--- src/rtl/clock_pkg.sv ---
// Shared definitions for the clock display path: conversion state
// encoding, the blank segment pattern and the 7-segment digit decoder.
package clock_pkg;

    // Conversion engine states; 2'b11 is unused and recovers to IDLE.
    typedef enum logic [1:0] {
        IDLE   = 2'b00,
        SHIFT  = 2'b01,
        UPDATE = 2'b10
    } conv_state_e;

    // All segments off on a common-anode display (segments are active-low).
    localparam logic [6:0] SEG_BLANK = 7'h7F;

    // Decimal digit to active-low segments {g,f,e,d,c,b,a}.
    // Codes 10..15 never reach here from the converter; they show blank.
    function automatic logic [6:0] seg_decode(input logic [3:0] digit);
        logic [6:0] seg;
        case (digit)
            4'd0:    seg = 7'h40;
            4'd1:    seg = 7'h79;
            4'd2:    seg = 7'h24;
            4'd3:    seg = 7'h30;
            4'd4:    seg = 7'h19;
            4'd5:    seg = 7'h12;
            4'd6:    seg = 7'h02;
            4'd7:    seg = 7'h78;
            4'd8:    seg = 7'h00;
            4'd9:    seg = 7'h10;
            default: seg = SEG_BLANK;
        endcase
        return seg;
    endfunction

endpackage

--- src/rtl/bin2bcd_seq.sv ---
// Sequential double-dabble converter for one 6-bit field (0..63) into
// a tens and a units BCD digit. One bit is processed per clock.
//
// Handshake: start is sampled only while busy is low (state IDLE); the
// cycle start is seen high in IDLE the operand is taken and busy rises.
// done is high for exactly one cycle (state UPDATE), during which tens and
// units hold the final result; busy stays high through that cycle and
// drops on the following edge.
module bin2bcd_seq
    import clock_pkg::*;
(
    input  logic        clk,
    input  logic        rst,
    input  logic        start,
    input  logic [5:0]  bin_in,
    output logic        busy,
    output logic        done,
    output logic [3:0]  tens,
    output logic [3:0]  units,
    output conv_state_e state_dbg
);

    conv_state_e state;
    conv_state_e state_nxt;
    logic [2:0]  cnt;
    // Shift register layout: {tens[3:0], units[3:0], binary[5:0]}.
    logic [13:0] sh;
    logic [13:0] sh_adj;

    // Add 3 to any BCD nibble that is 5 or more ahead of the shift.
    always_comb begin
        sh_adj = sh;
        if (sh[9:6] >= 4'd5) begin
            sh_adj[9:6] = sh[9:6] + 4'd3;
        end
        if (sh[13:10] >= 4'd5) begin
            sh_adj[13:10] = sh[13:10] + 4'd3;
        end
    end

    // Next-state logic: six shift steps, then a single result cycle.
    always_comb begin
        state_nxt = state;
        case (state)
            IDLE:    if (start) state_nxt = SHIFT;
            SHIFT:   if (cnt == 3'd5) state_nxt = UPDATE;
            UPDATE:  state_nxt = IDLE;
            default: state_nxt = IDLE;
        endcase
    end

    // State register.
    always_ff @(posedge clk or negedge rst) begin
        if (!rst) begin
            state <= IDLE;
        end else begin
            state <= state_nxt;
        end
    end

    // Operand capture and the per-cycle correct-then-shift step.
    always_ff @(posedge clk or negedge rst) begin
        if (!rst) begin
            sh  <= '0;
            cnt <= '0;
        end else begin
            case (state)
                IDLE: begin
                    if (start) begin
                        sh  <= {8'd0, bin_in};
                        cnt <= '0;
                    end
                end
                SHIFT: begin
                    sh  <= sh_adj << 1;
                    cnt <= cnt + 3'd1;
                end
                default: ;
            endcase
        end
    end

    assign busy      = (state != IDLE);
    assign done      = (state == UPDATE);
    assign tens      = sh[13:10];
    assign units     = sh[9:6];
    assign state_dbg = state;

endmodule

--- src/rtl/display_scan_driver.sv ---
// Converts the hours/minutes pair to BCD and time-multiplexes the four
// digits onto a common-anode 7-segment display. Owns seg/an/dp.
module display_scan_driver
    import clock_pkg::*;
#(
    parameter int SCAN_DIV = 1000,
    parameter int PRESC_W  = 16
) (
    input  logic       clk,
    input  logic       rst,
    input  logic [5:0] hours_fsm,
    input  logic [5:0] minutes_fsm,
    input  logic       alarm_sound,
    output logic [6:0] seg,
    output logic [3:0] an,
    output logic       dp,
    output logic       conv_busy
);

    localparam logic [PRESC_W-1:0] PRESC_LAST = PRESC_W'(SCAN_DIV - 1);

    // Change detector: first forces a conversion after reset even when
    // the inputs equal the cleared last_pair.
    logic        first;
    logic [11:0] last_pair;
    logic        start;

    // Both converters run in lockstep from one shared start.
    logic        h_busy, m_busy;
    logic        h_done, m_done;
    logic [3:0]  h_tens_c, h_units_c, m_tens_c, m_units_c;
    conv_state_e h_state_dbg, m_state_dbg;

    // Displayed digits, updated only when a conversion completes.
    logic [3:0] h_tens, h_units, m_tens, m_units;

    logic [PRESC_W-1:0] presc;
    logic [1:0]         idx;
    logic [3:0]         cur_digit;
    logic [6:0]         seg_nxt;

    assign start = (h_state_dbg == IDLE) && (m_state_dbg == IDLE) &&
                   (first || ({hours_fsm, minutes_fsm} != last_pair));

    bin2bcd_seq u_conv_hours (
        .clk       (clk),
        .rst       (rst),
        .start     (start),
        .bin_in    (hours_fsm),
        .busy      (h_busy),
        .done      (h_done),
        .tens      (h_tens_c),
        .units     (h_units_c),
        .state_dbg (h_state_dbg)
    );

    bin2bcd_seq u_conv_minutes (
        .clk       (clk),
        .rst       (rst),
        .start     (start),
        .bin_in    (minutes_fsm),
        .busy      (m_busy),
        .done      (m_done),
        .tens      (m_tens_c),
        .units     (m_units_c),
        .state_dbg (m_state_dbg)
    );

    assign conv_busy = h_busy | m_busy;

    // Remember the pair being converted so later changes can be detected.
    always_ff @(posedge clk or negedge rst) begin
        if (!rst) begin
            first     <= 1'b1;
            last_pair <= '0;
        end else if (start) begin
            first     <= 1'b0;
            last_pair <= {hours_fsm, minutes_fsm};
        end
    end

    // Load the display digits on the converters' result cycle.
    always_ff @(posedge clk or negedge rst) begin
        if (!rst) begin
            h_tens  <= '0;
            h_units <= '0;
            m_tens  <= '0;
            m_units <= '0;
        end else if (h_done && m_done) begin
            h_tens  <= h_tens_c;
            h_units <= h_units_c;
            m_tens  <= m_tens_c;
            m_units <= m_units_c;
        end
    end

    // Prescaler sets the digit dwell; idx advances at its terminal count.
    always_ff @(posedge clk or negedge rst) begin
        if (!rst) begin
            presc <= '0;
            idx   <= '0;
        end else if (presc == PRESC_LAST) begin
            presc <= '0;
            idx   <= idx + 2'd1;
        end else begin
            presc <= presc + 1'b1;
        end
    end

    // Select the digit for the current slot and blank a leading hours zero.
    always_comb begin
        cur_digit = m_units;
        case (idx)
            2'd0: cur_digit = m_units;
            2'd1: cur_digit = m_tens;
            2'd2: cur_digit = h_units;
            2'd3: cur_digit = h_tens;
            default: cur_digit = m_units;
        endcase
        seg_nxt = seg_decode(cur_digit);
        if ((idx == 2'd3) && (h_tens == 4'd0)) begin
            seg_nxt = SEG_BLANK;
        end
    end

    // Register seg, an and dp together so the anode and segments switch
    // on the same edge.
    always_ff @(posedge clk or negedge rst) begin
        if (!rst) begin
            seg <= SEG_BLANK;
            an  <= 4'hF;
            dp  <= 1'b1;
        end else begin
            seg <= seg_nxt;
            an  <= ~(4'b0001 << idx);
            dp  <= !(alarm_sound || (idx == 2'd2));
        end
    end

endmodule
--- config.mk ---
export PLATFORM = sky130hd
export DESIGN_NAME = display_scan_driver
export DESIGN_NICKNAME = d
export VERILOG_FILES = /design/src/rtl/clock_pkg.sv /design/src/rtl/bin2bcd_seq.sv /design/src/rtl/display_scan_driver.sv
export SDC_FILE = /design/constraint.sdc
export NUM_CORES = 1
export LEC_CHECK = 0
export BUFFER_PORTS_ARGS = -buffer_cell sky130_fd_sc_hd__buf_2
export CORE_MARGIN = 2
export CORE_UTILIZATION = 45
export CTS_CLUSTER_SIZE = 12
export DETAILED_ROUTE_END_ITERATION = 10
export HOLD_SLACK_MARGIN = 0.06
export PLACE_DENSITY = 0.62
export SLEW_MARGIN = 20
export SYNTH_ARGS = -nofsm -noshare
export SYNTH_HDL_FRONTEND = slang
export SYNTH_HIERARCHICAL = 1
export SYNTH_SLANG_ARGS = --single-unit
--- constraint.sdc ---
create_clock -name clk -period 3.8 [get_ports clk]
set_input_delay 1.14 -clock clk [delete_from_list [all_inputs] [get_ports clk]]
set_output_delay 1.14 -clock clk [all_outputs]
set_load 0.01 [all_outputs]
==> summary.txt <==
====================================================================================
Power per cell area ...................................................  685 nW/um^2
Worst Tran Pin Value ..................................................     0.714 ns
Count of flip-flops with a built-in enable after synthesis ............            0
Net switching fraction of the power ...................................        37.3%
Outcome ............................................................... finished, final reports clean
Combinational share of power ..........................................        36.7%
Placer congestion estimate ............................................        0.796
Number of post-CTS setup repair buffers ...............................            0
Post-synth net total ..................................................          484
Final layout net count ................................................          498
Share of flip-flops with an asynchronous set or reset after synthesis .         100%
Clock skew after layout ...............................................   0.00967 ns
Core footprint ........................................................   10700 um^2
Number of synthesized register bits ...................................           97
Global route total overflow ...........................................            0
Share of layout cells above drive strength 1 ..........................        20.8%
Worst vdd rail ir drop ................................................     0.330 mV
Iteration-0 DRC Markers ...............................................          155
Final design utilization ..............................................        48.9%
Fill cell count .......................................................         1038
Clock network fraction of design power ................................        16.9%
DP Cell Count .........................................................          591
Number of antenna violations at the first check in global routing .....            0
Tightest slew margin relative to the limit ............................        51.1%
Synthesis warning total ...............................................            6
Clock Pin Slew Worst Setup and Hold Paths .............................      0.09 ns
Count of pins on the block boundary ...................................           28
Count of input and output buffers .....................................           27
Crit path time final ..................................................      2.92 ns
Final HPWL DP .........................................................      6050 um
Final number of max-transition violations .............................            0
Clock insertion delay at the later pin of the skew report .............      0.36 ns
Switching power total .................................................      1.34 mW
Flip-flop cell with the highest count after synthesis ................. sky130_fd_sc_hd__dfrtp_1
Largest net degree at the start of global routing .....................           47
CP Launch Type ........................................................    flip-flop
Unrepaired setup endpoints after global routing .......................           no
Count of endpoints failing setup in the final report ..................            0
MaxCap Viol Count .....................................................            0
Die height ............................................................       109 um
Number of global-route vias before repair .............................         3203
CTS Sinks .............................................................           97
CTS H-Tree Depth ......................................................            3
Std-Cell Rows .........................................................           38
Final Instance Count excl. Fillers ....................................          607
Distinct cell type count after synthesis ..............................           53
Commonest cells after routing, fill and taps aside .................... 84 x sky130_fd_sc_hd__dfrtp_1, 35 x sky130_fd_sc_hd__inv_1, 34 x sky130_fd_sc_hd__nand2_1
Leading cell type in the layout, fill and taps excluded ............... sky130_fd_sc_hd__dfrtp_1
Number of buffers on the longest clock path ...........................            2
Critical Path AT ......................................................      3.18 ns
First-pass GRT wire length ............................................     15500 um
Peak clock frequency supported by timing ..............................    0.342 GHz
Leakage ...............................................................      2.37 nW
Post-cts resize count .................................................            0
Cts bufs inserted .....................................................            9
Clock Tree Root ....................................................... sky130_fd_sc_hd__clkbuf_8
Final Hold Viols ......................................................            0
Die footprint .........................................................   11800 um^2
Crit-path max FO ......................................................           17
Die extent in x .......................................................       109 um
Initial standard-cell utilization of the core .........................        45.8%
Routed length per instance ............................................      14.4 um
TritonCTS clock tree ..................................................        built
Number of optimization iterations in the first detailed-route pass ....            7
Routed wire length ....................................................      8760 um
Endpoint type of the worst setup path .................................    flip-flop
Area growth syn-to-layout .............................................        6.82%
Total negative setup slack ............................................         0 ns
Via density ...........................................................         5.39
DRC violation count after routing .....................................            0
Total of hold buffers inserted after clock tree synthesis .............            0
Via count .............................................................         3273
Instance count of the mapped netlist ..................................          448
GR Util All Layers ....................................................        16.5%
Final worst-path cycle share ..........................................        76.9%
Internal portion of total power .......................................      2.26 mW
Share of the yosys chip area belonging to registers ...................        49.7%
Antenna Cells .........................................................            0
Synthesized area ......................................................    4920 um^2
Post-DRT Antenna Nets .................................................            0
Critical path type .................................................... flip-flop to flip-flop
Proportion of power drawn by flip-flops and latches ...................        46.5%
Endpoint required time on the critical path ...........................      4.06 ns
Min-Delay Path Class .................................................. flip-flop to flip-flop
Mean Syn Cell Area ....................................................    11.0 um^2
====================================================================================
synthesized netlist by cell type (5+ instances only):
master | instances | area, um^2
sky130_fd_sc_hd__dfrtp_1 | 84 | 2100
sky130_fd_sc_hd__inv_1 | 35 | 131
sky130_fd_sc_hd__nand2_1 | 34 | 128
sky130_fd_sc_hd__mux2_2 | 29 | 327
sky130_fd_sc_hd__o21ai_0 | 25 | 125
sky130_fd_sc_hd__buf_4 | 22 | 165
sky130_fd_sc_hd__ha_1 | 21 | 263
sky130_fd_sc_hd__xor2_1 | 17 | 149
sky130_fd_sc_hd__nor2_1 | 15 | 56.3
sky130_fd_sc_hd__dfstp_2 | 13 | 342
sky130_fd_sc_hd__nand3_1 | 13 | 65.1
sky130_fd_sc_hd__xnor2_1 | 11 | 96.3
sky130_fd_sc_hd__nor2b_1 | 9 | 56.3
sky130_fd_sc_hd__a21oi_1 | 8 | 40.0
sky130_fd_sc_hd__o2111ai_1 | 8 | 70.1
sky130_fd_sc_hd__a22oi_1 | 6 | 45.0
sky130_fd_sc_hd__and2_1 | 6 | 37.5
sky130_fd_sc_hd__nand2b_1 | 6 | 37.5
sky130_fd_sc_hd__clkbuf_1 | 5 | 18.8
sequential cells by signal, indices dropped and copies added (netlist names), 7 cells and up:
name and count:
presc 16, u_conv_hours/sh 14, u_conv_minutes/sh 14, last_pair 12, seg 7
final timing paths:
check                           depth (start not counted)  slack (ns)                      start                  to
worst min-delay path                                    1        0.48                   presc[0]            presc[0]
max in group asynchronous                               2        2.23                        rst               an[0]
min in group asynchronous                               1        0.80                        rst  u_conv_hours/sh[9]
worst min register to register                          1        0.48                   presc[0]            presc[0]
worst max-delay path                                    6        0.88  u_conv_hours/state_dbg[0]  u_conv_hours/sh[9]
worst max register to register                          6        0.88  u_conv_hours/state_dbg[0]  u_conv_hours/sh[9]
critical path, cell delays in order (launching register included):
cell	delay, ns
sky130_fd_sc_hd__dfrtp_1	0.58
sky130_fd_sc_hd__or4_1	0.62
sky130_fd_sc_hd__a41oi_2	0.55
sky130_fd_sc_hd__buf_4	0.32
sky130_fd_sc_hd__o21ba_1	0.37
sky130_fd_sc_hd__o31ai_1	0.15
sky130_fd_sc_hd__a32o_1	0.22
power groups by stage:
stage	logic, mW	clock network [mW]	registers (mW)
floorplan	1.17	0	1.61
global placement	1.27	0	1.68
detailed placement	1.31	0	1.70
CTS	1.32	0.631	1.67
global route	1.51	0.684	1.73
finish	1.32	0.606	1.67
stage by stage:
step	hold WS [ns]	area [um^2]	power, mW	worst slack (ns)
after global placement	0.446	5080	2.96	0.623
after detailed placement	0.464	5080	3.01	0.606
final	0.477	5250	3.60	0.879
after global routing	0.493	5250	3.92	0.713
after floorplan	0.424	4920	2.77	1.11
after CTS	0.477	5250	3.63	0.914
final cells by class:
| cell class | instances | area, um^2 | area share, % |
|---|---|---|---|
| flip-flops and latches | 97 | 2440 | 46.5 |
| well taps | 140 | 175 | 3.33 |
| multi-input cells | 288 | 2160 | 41.1 |
| repair buffers | 31 | 168 | 3.19 |
| inverters | 35 | 131 | 2.50 |
| clock buffers | 11 | 141 | 2.69 |
| clock inverters | 5 | 32.5 | 0.619 |
logic make-up after synthesis:
| family | count (synthesis) | share of synthesized area, % |
|---|---|---|
| fa+ha+maj | 21 | 5.34 |
| buf+inv | 63 | 6.51 |
| mux | 34 | 7.68 |
| xor+xnor | 28 | 4.99 |
| compound gates | 91 | 13.2 |
| flops | 97 | 49.7 |
| simple gates | 114 | 12.6 |
routing by layer:
layer / track usage (%) / share of wire, % / vias up
met5: 0 / 0 / -
met4: 4.85 / 0.83 / 0
met3: 3.98 / 4.1 / 6
met2: 26.3 / 47 / 65
met1: 22.3 / 48 / 1621
li1: - / - / 1581
Power figures use the tool's default switching activity.
